[src/rtl/cdm_pkg.sv]
// Shared definitions for the carry-disregard multiplier error monitor:
// default sizes, FSM state encoding and the saturating accumulate helper.
package cdm_pkg;

    localparam int CDM_WIDTH = 16;
    localparam int PROD_W    = 2 * CDM_WIDTH;

    typedef enum logic [1:0] {
        IDLE = 2'd0,
        MUL  = 2'd1,
        ERR  = 2'd2,
        ACC  = 2'd3
    } state_e;

    // Adds inc to acc and clamps at maxVal; operands are zero-extended to 64 bits.
    function automatic logic [63:0] satInc(input logic [63:0] acc,
                                           input logic [63:0] inc,
                                           input logic [63:0] maxVal);
        logic [64:0] sum;
        sum = {1'b0, acc} + {1'b0, inc};
        if (sum > {1'b0, maxVal}) begin
            satInc = maxVal;
        end else begin
            satInc = sum[63:0];
        end
    endfunction

endpackage

[src/rtl/cdm_seq_mul.sv]
// Iterative shift-add exact multiplier: one partial product per cycle,
// WIDTH cycles from start to final product.
module cdm_seq_mul
    import cdm_pkg::*;
#(
    parameter int WIDTH = CDM_WIDTH
) (
    input  logic               clk,
    input  logic               rst_n,
    input  logic               abort_i,
    input  logic               start_i,
    input  logic [WIDTH-1:0]   a_i,
    input  logic [WIDTH-1:0]   b_i,
    output logic               done_o,
    output logic [2*WIDTH-1:0] prod_o
);

    localparam int PW = 2 * WIDTH;
    localparam int KW = (WIDTH > 1) ? $clog2(WIDTH) : 1;

    logic [WIDTH-1:0] aOp_q;
    logic [WIDTH-1:0] bOp_q;
    logic [PW-1:0]    prod_q;
    logic [KW-1:0]    bitIdx_q;
    logic             running_q;

    // High during the cycle that performs the last iteration.
    assign done_o = running_q && (bitIdx_q == KW'(WIDTH - 1));
    assign prod_o = prod_q;

    always_ff @(posedge clk or negedge rst_n) begin
        if (!rst_n) begin
            aOp_q     <= '0;
            bOp_q     <= '0;
            prod_q    <= '0;
            bitIdx_q  <= '0;
            running_q <= 1'b0;
        end else if (abort_i) begin
            running_q <= 1'b0;
        end else if (start_i) begin
            aOp_q     <= a_i;
            bOp_q     <= b_i;
            prod_q    <= '0;
            bitIdx_q  <= '0;
            running_q <= 1'b1;
        end else if (running_q) begin
            if (bOp_q[bitIdx_q]) begin
                prod_q <= prod_q + (PW'(aOp_q) << bitIdx_q);
            end
            bitIdx_q <= bitIdx_q + KW'(1);
            if (done_o) begin
                running_q <= 1'b0;
            end
        end
    end

endmodule

[src/rtl/cdm_err_monitor.sv]
// Streaming error-statistics collector: recomputes A*B exactly, forms |A*B - R|
// and keeps saturating sample/error counts, error sum, max and last error.
module cdm_err_monitor
    import cdm_pkg::*;
#(
    parameter int WIDTH = PROD_W / 2,
    parameter int CNT_W = 32,
    parameter int SUM_W = 48
) (
    input  logic               clk,
    input  logic               rst_n,
    input  logic               clear,
    input  logic               in_valid,
    output logic               in_ready,
    input  logic [WIDTH-1:0]   in_a,
    input  logic [WIDTH-1:0]   in_b,
    input  logic [2*WIDTH-1:0] in_r,
    output logic               busy,
    output logic [CNT_W-1:0]   sample_cnt,
    output logic [CNT_W-1:0]   err_cnt,
    output logic [SUM_W-1:0]   sum_ed,
    output logic [2*WIDTH-1:0] max_ed,
    output logic [2*WIDTH-1:0] last_ed
);

    localparam int PW = 2 * WIDTH;
    localparam logic [CNT_W-1:0] CNT_MAX = '1;
    localparam logic [SUM_W-1:0] SUM_MAX = '1;

    state_e          state_q;
    logic [PW-1:0]   r_q;
    logic [PW-1:0]   lastEd_q;
    logic [PW-1:0]   maxEd_q;
    logic [CNT_W-1:0] sampleCnt_q;
    logic [CNT_W-1:0] errCnt_q;
    logic [SUM_W-1:0] sumEd_q;

    logic [CNT_W-1:0] sampleCnt_d;
    logic [CNT_W-1:0] errCnt_d;
    logic [SUM_W-1:0] sumEd_d;
    logic [PW-1:0]    maxEd_d;
    logic [PW-1:0]    ed;
    logic [PW-1:0]    prod;
    logic             mulDone;
    logic             accept;

    assign in_ready = (state_q == IDLE) && !clear;
    assign busy     = (state_q != IDLE);
    assign accept   = in_valid && in_ready;

    cdm_seq_mul #(.WIDTH(WIDTH)) u_mul (
        .clk     (clk),
        .rst_n   (rst_n),
        .abort_i (clear),
        .start_i (accept),
        .a_i     (in_a),
        .b_i     (in_b),
        .done_o  (mulDone),
        .prod_o  (prod)
    );

    assign ed = (prod >= r_q) ? (prod - r_q) : (r_q - prod);

    // Accumulator updates are computed from the registered last error.
    always_comb begin
        sampleCnt_d = CNT_W'(satInc(64'(sampleCnt_q), 64'd1, 64'(CNT_MAX)));
        errCnt_d    = errCnt_q;
        if (lastEd_q != '0) begin
            errCnt_d = CNT_W'(satInc(64'(errCnt_q), 64'd1, 64'(CNT_MAX)));
        end
        sumEd_d = SUM_W'(satInc(64'(sumEd_q), 64'(lastEd_q), 64'(SUM_MAX)));
        maxEd_d = (lastEd_q > maxEd_q) ? lastEd_q : maxEd_q;
    end

    always_ff @(posedge clk or negedge rst_n) begin
        if (!rst_n) begin
            state_q     <= IDLE;
            r_q         <= '0;
            lastEd_q    <= '0;
            maxEd_q     <= '0;
            sampleCnt_q <= '0;
            errCnt_q    <= '0;
            sumEd_q     <= '0;
        end else if (clear) begin
            state_q     <= IDLE;
            lastEd_q    <= '0;
            maxEd_q     <= '0;
            sampleCnt_q <= '0;
            errCnt_q    <= '0;
            sumEd_q     <= '0;
        end else begin
            case (state_q)
                IDLE: begin
                    if (accept) begin
                        r_q     <= in_r;
                        state_q <= MUL;
                    end
                end
                MUL: begin
                    if (mulDone) begin
                        state_q <= ERR;
                    end
                end
                ERR: begin
                    lastEd_q <= ed;
                    state_q  <= ACC;
                end
                ACC: begin
                    sampleCnt_q <= sampleCnt_d;
                    errCnt_q    <= errCnt_d;
                    sumEd_q     <= sumEd_d;
                    maxEd_q     <= maxEd_d;
                    state_q     <= IDLE;
                end
                default: state_q <= IDLE;
            endcase
        end
    end

    assign sample_cnt = sampleCnt_q;
    assign err_cnt    = errCnt_q;
    assign sum_ed     = sumEd_q;
    assign max_ed     = maxEd_q;
    assign last_ed    = lastEd_q;

endmodule

[config.mk]
export PLATFORM = sky130hd
export DESIGN_NAME = cdm_err_monitor
export DESIGN_NICKNAME = d
export VERILOG_FILES = /design/src/rtl/cdm_pkg.sv /design/src/rtl/cdm_seq_mul.sv /design/src/rtl/cdm_err_monitor.sv
export SDC_FILE = /design/constraint.sdc
export NUM_CORES = 1
export LEC_CHECK = 0
export BUFFER_PORTS_ARGS = -buffer_cell sky130_fd_sc_hd__buf_4
export CAP_MARGIN = 20
export CORE_MARGIN = 5
export CORE_UTILIZATION = 50
export DETAILED_ROUTE_END_ITERATION = 12
export GPL_ROUTABILITY_DRIVEN = 0
export PLACE_DENSITY = 0.75
export SYNTH_ARGS = -nofsm -noshare
export SYNTH_HDL_FRONTEND = slang
export SYNTH_HIERARCHICAL = 1
export SYNTH_SLANG_ARGS = --single-unit
[constraint.sdc]
create_clock -name clk -period 4.4 [get_ports clk]
set_clock_uncertainty 0.15 [all_clocks]
set_input_delay 0.88 -clock clk [delete_from_list [all_inputs] [get_ports clk]]
set_output_delay 0.88 -clock clk [all_outputs]
set_load 0.01 [all_outputs]
; ---- Word-level counts from Yosys, hierarchy flattened
; Cells that the tools add are included.
[classes]
n_bitwise = 1
reduce_logical = 20
n_eq_ne = 6
magnitude_cmp = 6
addsub = 7
n_shift = 1
n_mux = 31
[ops]
columns = operator, count
row1 = two-way mux 32 bit, 16
row2 = two-way mux 48 bit, 3
row3 = adder 32 x 1 -> 33 bit (second input constant), 2
row4 = > comparator 33 x 32 -> 1 bit (second input constant), 2
row5 = subtractor 32 bit, 2
row6 = adder 48 x 32 -> 49 bit, 1
row7 = > comparator 49 x 48 -> 1 bit (second input constant), 1
row8 = adder 32 bit, 1
row9 = >= comparator 32 bit, 1
row10 = > comparator 32 bit, 1
row11 = nonzero test 32 bit, 1
row12 = << shifter 16 x 4 -> 32 bit, 1
row13 = nonzero test 2 bit, 7
row14 = AND reduction 2 bit, 5
row15 = two-way mux 4 bit, 2
row16 = one-hot mux 2 bit (4 select lines), 1
row17 = two-way mux 2 bit, 3
row18 = != test 3 bit (second input constant), 2
row19 = AND reduction 3 bit, 2
row20 = less-than comparator 4 x 5 -> 1 bit (second input constant), 1
row21 = two-way mux 1 bit, 5
row22 = adder 4 x 1 -> 4 bit (second input constant), 1
row23 = binary-select mux 1 bit (select 4 bit), 1
row24 = == test 2 bit (second input constant), 2
row25 = other kinds (6), 8
[word_totals]
elab_cells = 84
ff_bits = 279
out_inout_bits = 178
inputBits = 68

; ---- Longest topological paths before layout
[logic_depth]
depth_word = 6
mapped_depth = 17
ltp_nobuf = 16

; ---- Cells and area by module
; The synthesis kept the hierarchy.
[by_module_without_submodules]
columns = module, seq_area_each_um2, cells_per_inst, area_per_inst_um2, n_inst
row1 = cdm_err_monitor, 5255.0, 1954, 16204.3, 1
row2 = cdm_seq_mul, 1726.7, 640, 5094.9, 1

; ---- Least setup slack after synthesis
; Ideal clock, no wire load.
[synth_path]
kind = register to register
startpoint = register u_mul.bitIdx_q[0]
endpoint = register u_mul.prod_q[31], in the netlist u_mul/prod_o[31]
setup_ps = 128
path_stages_with_launch = 17
required_time_ps = 4122
t_arrival_ps = 3748
period_less_slack_ps = 4026
path_slack_ps = 374
n_path_buf = 2
path_cell_list = dfrtp_1 > clkbuf_1 > buf_1 > mux2_2 > o21ai_0 > nor2_1 > a21oi_1 > nor2_1 > ha_1 > nand4_1 > o22a_1 > o21a_1 > a211oi_1 > o21ai_0 > o2111ai_1 > mux2i_1 > nand3_1
[synth_via]
elab_chain_cells = 5
elab_cells_between_ends = 9
classes_between = add/sub (1) / shift (1) / mux (5) / reduce/logical (2)
[synth_rtl]
columns = element, line_no
row1 = from (decl), cdm_seq_mul.sv:24  ; logic [KW-1:0] bitIdx_q;
row2 = from (signal assigned), cdm_seq_mul.sv:50  ; bitIdx_q <= bitIdx_q + KW'(1);
row3 = << shifter 16 x 4 -> 32 bit, cdm_seq_mul.sv:48  ; prod_q <= prod_q + (PW'(aOp_q) << bitIdx_q);
row4 = adder 32 bit, cdm_seq_mul.sv:48
row5 = two-way mux 32 bit, cdm_seq_mul.sv:47  ; if (bOp_q[bitIdx_q]) begin
row6 = two-way mux 32 bit, cdm_seq_mul.sv:46  ; end else if (running_q) begin
row7 = two-way mux 32 bit, cdm_seq_mul.sv:40  ; end else if (start_i) begin
row8 = to (signal assigned), cdm_seq_mul.sv:48
row9 = to (decl), cdm_seq_mul.sv:23  ; logic [PW-1:0] prod_q;
; Parallel ways exist; a longest one is shown, timed or not. The select of a mux whose other input is x is not followed.
; A chain may end at the register's enable or synchronous reset.

; ---- Final worst setup path
[layout_path]
startpoint = register u_mul.prod_q[0], in the netlist u_mul/prod_o[0]
endpoint = register lastEd_q[16], in the netlist last_ed[16]
[layout_via]
elab_chain_cells = 4
elab_cells_between_ends = 6
classes_between = add/sub (2) / order compare (1) / mux (3)
[layout_rtl]
columns = element, line_no
row1 = subtractor 32 bit or >= comparator 32 bit (tied branches), cdm_err_monitor.sv:62  ; assign ed = (prod >= r_q) ? (prod - r_q) : (r_q - prod);
row2 = two-way mux 32 bit *, cdm_err_monitor.sv:62
row3 = two-way mux 32 bit *, cdm_err_monitor.sv:92  ; case (state_q)
row4 = two-way mux 32 bit *, cdm_err_monitor.sv:84  ; end else if (clear) begin
row5 = to (signal assigned), cdm_err_monitor.sv:79  ; lastEd_q <= '0;
row6 = to (signal assigned), cdm_err_monitor.sv:86  ; lastEd_q <= '0;
row7 = to (signal assigned), cdm_err_monitor.sv:105  ; lastEd_q <= ed;
row8 = to (decl), cdm_err_monitor.sv:32  ; logic [PW-1:0] lastEd_q;
; Mark *: on every way between the ends. The rest lies on a longest branch, timed or not. The select of a mux whose other input is x is not followed.

==> impl_metrics.toml <==
[power_and_ir_drop]
p_sw_share_pct = 47.4
switchingPower_mw = 7.82
p_clk_share_pct = 16.7
internal-power_mw = 8.66
p_leak_nw = 11.5
p_seq_share_pct = 23.0
combPwrFrac_pct = 60.3
power.total_mw = 16.5
p_per_area_nw_per_um2 = 664
ir_drop_uv = 441

[setup_path]
cp_max_fo = 29
start_kind = "register"
required_ns = 4.66
critPathMaxStageDelay_ns = 0.54
arrival_ns = 4.44
crit_type = "register to register"
crit_chain = "inv_1 -> ha_1 -> inv_1 -> fa_1 -> a211oi_1 -> o211ai_1 -> a211oi_2 -> o2111ai_1 -> a221o_2 -> buf_4 -> mux2i_1 -> o31a_1 -> o22ai_1 -> xnor2_1 -> o22ai_1"
end_kind = "register"
crit_path_top_delay_cell = "a221o_2"

[global_route]
grt_max_degree = 92
grt_pass1_wl_um = 102000
grt_pass1_vias = 19700
antenna_found_initial = 3
grt_use_total_pct = 25.9
overflow = 0

[cells_and_area]
stdcell_area_um2 = 24800
areaGrowthSynthToFinish_pct = 16.5
nets = 3011
drive_gt1_share_pct = 14.3

[yosys]
yosysSeqAreaShare_pct = 32.8
ys_ff_latch = 279
synthArstFlopShare_pct = 100
ys_types = 81
syn-num-nets = 2833
synth_cells = 2594
yosys_most_used_dff = "dfrtp_1"
syn_area_um2 = 21300
avgSynthCellArea_um2 = 8.21
ys_warn_count = 6
synth_edf_count = 0

[sta]
slew_headroom_pct = 42.5
finalCritPeriodShare_pct = 95.0
setup_slack_ns = 0.219
hold_viol_final = 0
final_max_slew_viol_count = 0
rsz0062_at_grt = "false"
timing.fmax_mhz = 239
worstMarginPinSlew_ns = 0.862
fin_crit_ns = 4.18
setup_viol = 0
finalSetupTns_ns = 0

[floorplan]
die_h_um = 216
dieArea_um2 = 46800
fp.coreArea_um2 = 42000
die_w_um = 216
num_rows = 75
initial_core_util_pct = 50.7
io_pins = 246

[drt]
drc = 0
dr.first_iter.drc_count = 1776
routed_wl_um = 63100
antenna_left = 0
wl_per_cell_um = 18.9
vias_per_cell = 6.19
first_pass_iters = 5
vias = 20700

[clock_tree]
cts_max_level = 2
insertion_delay_ns = 0.55
cts_setup_buffers = 0
ctsHoldBuffers = 0
root_buffer = "clkbuf_16"
clock_sinks = 279
cts_tree = "yes"
clk_pin_slew_worst_paths_ns = 0.06
clockBufferDepth = 3
numCtsBuffers = 34

[job]
drv_cap = 0

[place]
dp_hpwl_um = 47900
placed_cell_area_um2 = 23700
dpl_worst_slack_ns = 0.137
port_buffers = 245

[outcome]
status = "complete, no violations"

[hold_path]
hold_class = "input port to asynchronous set/reset pin"
-- logic make-up after synthesis --
kind of cell / synth area share (%)
adders and majority gates: 10.2
DFF: 32.8
and+or+nand+nor: 21.0
muxes: 3.61
xor gates and xnor gates: 3.78
AOI/OAI and AO/OA: 23.0
buffers and inverters: 5.63
-- repair_timing --
action,in CTS,in global routing
gates resized for setup,0,4
hold endpoints to repair,0,0
setup endpoints to repair,0,12
-- metrics by stage --
| step | util (%) | hold slack [ns] | instances |
|---|---|---|---|
| 2_1_floorplan | - | 0.290 | 2594 |
| 3_3_place_gp | 56.3 | 0.305 | 3274 |
| 3_5_place_dp | 56.4 | 0.307 | 3275 |
| 4_1_cts | 59.0 | 0.234 | 3334 |
| 5_1_grt | 59.0 | 0.279 | 3337 |
| 6_report | 59.0 | 0.196 | 3337 |
-- area by class of cell --
cell class	count	area, µm²
Antenna cell	3	7.51
Multi-Input combinational cell	2007	13200
Clock buffer	50	992
Tap cell	539	674
Fill cell	3682	17200
Clock inverter	9	96.3
Sequential cell	279	6980
Inverter	154	578
Timing Repair Buffer	296	2320
-- layout by cell type, fill, tap and decap left out, types with 8 or more instances in the layout --
cell / n
nor3b_1: 9
a221oi_1: 10
o31ai_1: 41
clkbuf_1: 9
or3_1: 15
nor2b_1: 18
clkbuf_16: 35
a31oi_1: 19
nor3_1: 37
nand3_1: 64
xor2_1: 44
o211ai_1: 20
ha_1: 165
nor2_1: 222
and3_1: 37
o22ai_1: 19
mux2_2: 11
a211o_1: 8
o21bai_1: 22
a21oi_1: 161
a21o_1: 57
dfrtp_1: 278
o21a_1: 29
nand2_1: 333
inv_1: 152
o21ai_0: 180
buf_4: 288
nand2b_1: 32
nand4_1: 50
o311ai_0: 10
mux2i_1: 51
a211oi_1: 64
xnor2_1: 48
and2_1: 17
nand4b_1: 28
nor4_1: 29
and4_1: 10
a311oi_1: 32
-- registers in the layout (all words and copies together) (netlist names) --
signal and count:
sum_ed 48, err_cnt 32, last_ed 32, max_ed 32, r_q 32, sample_cnt 32
u_mul/prod_o 32, u_mul/aOp_q 16, u_mul/bOp_q 16, u_mul/bitIdx_q 4, state_q 2, u_mul/running_q 1
-- synthesized netlist by cell type, types with 6 or more instances --
cell      number  share of area, %
o311ai_0      10              0.41
nand2b_1      32              0.94
o211ai_1      20              0.70
nand4b_1      28               1.2
o21bai_1      22              0.78
nor4_1        29              0.85
inv_1        153               2.7
o31a_1         6              0.25
a21oi_1      161               3.8
and2_1        17              0.50
a221oi_1      10              0.41
nor3b_1        9              0.32
a211o_1        8              0.33
nor3_1        38              0.89
xnor2_1       48               2.0
a21boi_0       6              0.21
a311oi_1      32               1.3
nor2b_1       19              0.56
and3_1        37               1.1
buf_2         12              0.28
nand3_1       64               1.5
xor2_1        44               1.8
buf_1         10              0.18
clkbuf_1     126               2.2
nor2_1       222               3.9
mux2i_1       51               2.4
o21a_1        29               1.0
nand2_1      333               5.9
a22o_1         6              0.25
a211oi_1      68               2.4
dfrtp_1      279                33
and4_1        10              0.41
mux2_2        11              0.58
or3_1         15              0.44
a21o_1        57               2.0
o21ai_0      180               4.2
o22ai_1       19              0.56
ha_1         167               9.8
o31ai_1       41               1.4
a31oi_1       19              0.56
nand4_1       50               1.5
mux4_2         6              0.63
-- critical path: cells and delay by family (launching register included) --
family,cells,cell delay [ns]
AOI/OAI and AO/OA,8,2.11
xor gates and xnor gates,1,0.13
adders and majority gates,2,0.56
buffers and inverters,3,0.46
DFF,1,0.43
muxes,1,0.20
-- routing by layer --
| metal | up-vias | track usage, % | share of wire (%) |
|---|---|---|---|
| met5 | - | 0 | 0 |
| met4 | 0 | 9.05 | 3.4 |
| met3 | 153 | 4.42 | 7.7 |
| met2 | 929 | 42.4 | 47 |
| met1 | 9838 | 34.8 | 42 |
| li1 | 9747 | - | - |
-- power groups by stage --
stage | Combinational, mW | Clock [mW] | Sequential [mW]
detailed placement | 9.67 | 0 | 3.83
CTS | 9.74 | 2.81 | 3.79
global placement | 9.38 | 0 | 3.80
floorplan | 7.12 | 0 | 3.63
global route | 10.9 | 2.90 | 3.88
finish | 9.93 | 2.75 | 3.80
-- path summary, 6_finish.rpt --
path / start / to / slack, ns / cells after the start
setup / recovery: u_mul/prod_o[0]$_DFFE_PN0P_ / last_ed[16]$_DFFE_PN0P_ / 0.22 / 15
hold / removal: rst_n / last_ed[9]$_DFFE_PN0P_ / 0.20 / 1
setup reg to reg: u_mul/prod_o[0]$_DFFE_PN0P_ / last_ed[16]$_DFFE_PN0P_ / 0.22 / 15
hold reg to reg: u_mul/bOp_q[8]$_DFFE_PN0P_ / u_mul/bOp_q[8]$_DFFE_PN0P_ / 0.32 / 2
max in group asynchronous: rst_n / u_mul/bitIdx_q[0]$_DFFE_PN0P_ / 2.99 / 2
min in group clk: u_mul/bOp_q[8]$_DFFE_PN0P_ / u_mul/bOp_q[8]$_DFFE_PN0P_ / 0.32 / 2
Power figures use the tool's default switching activity.
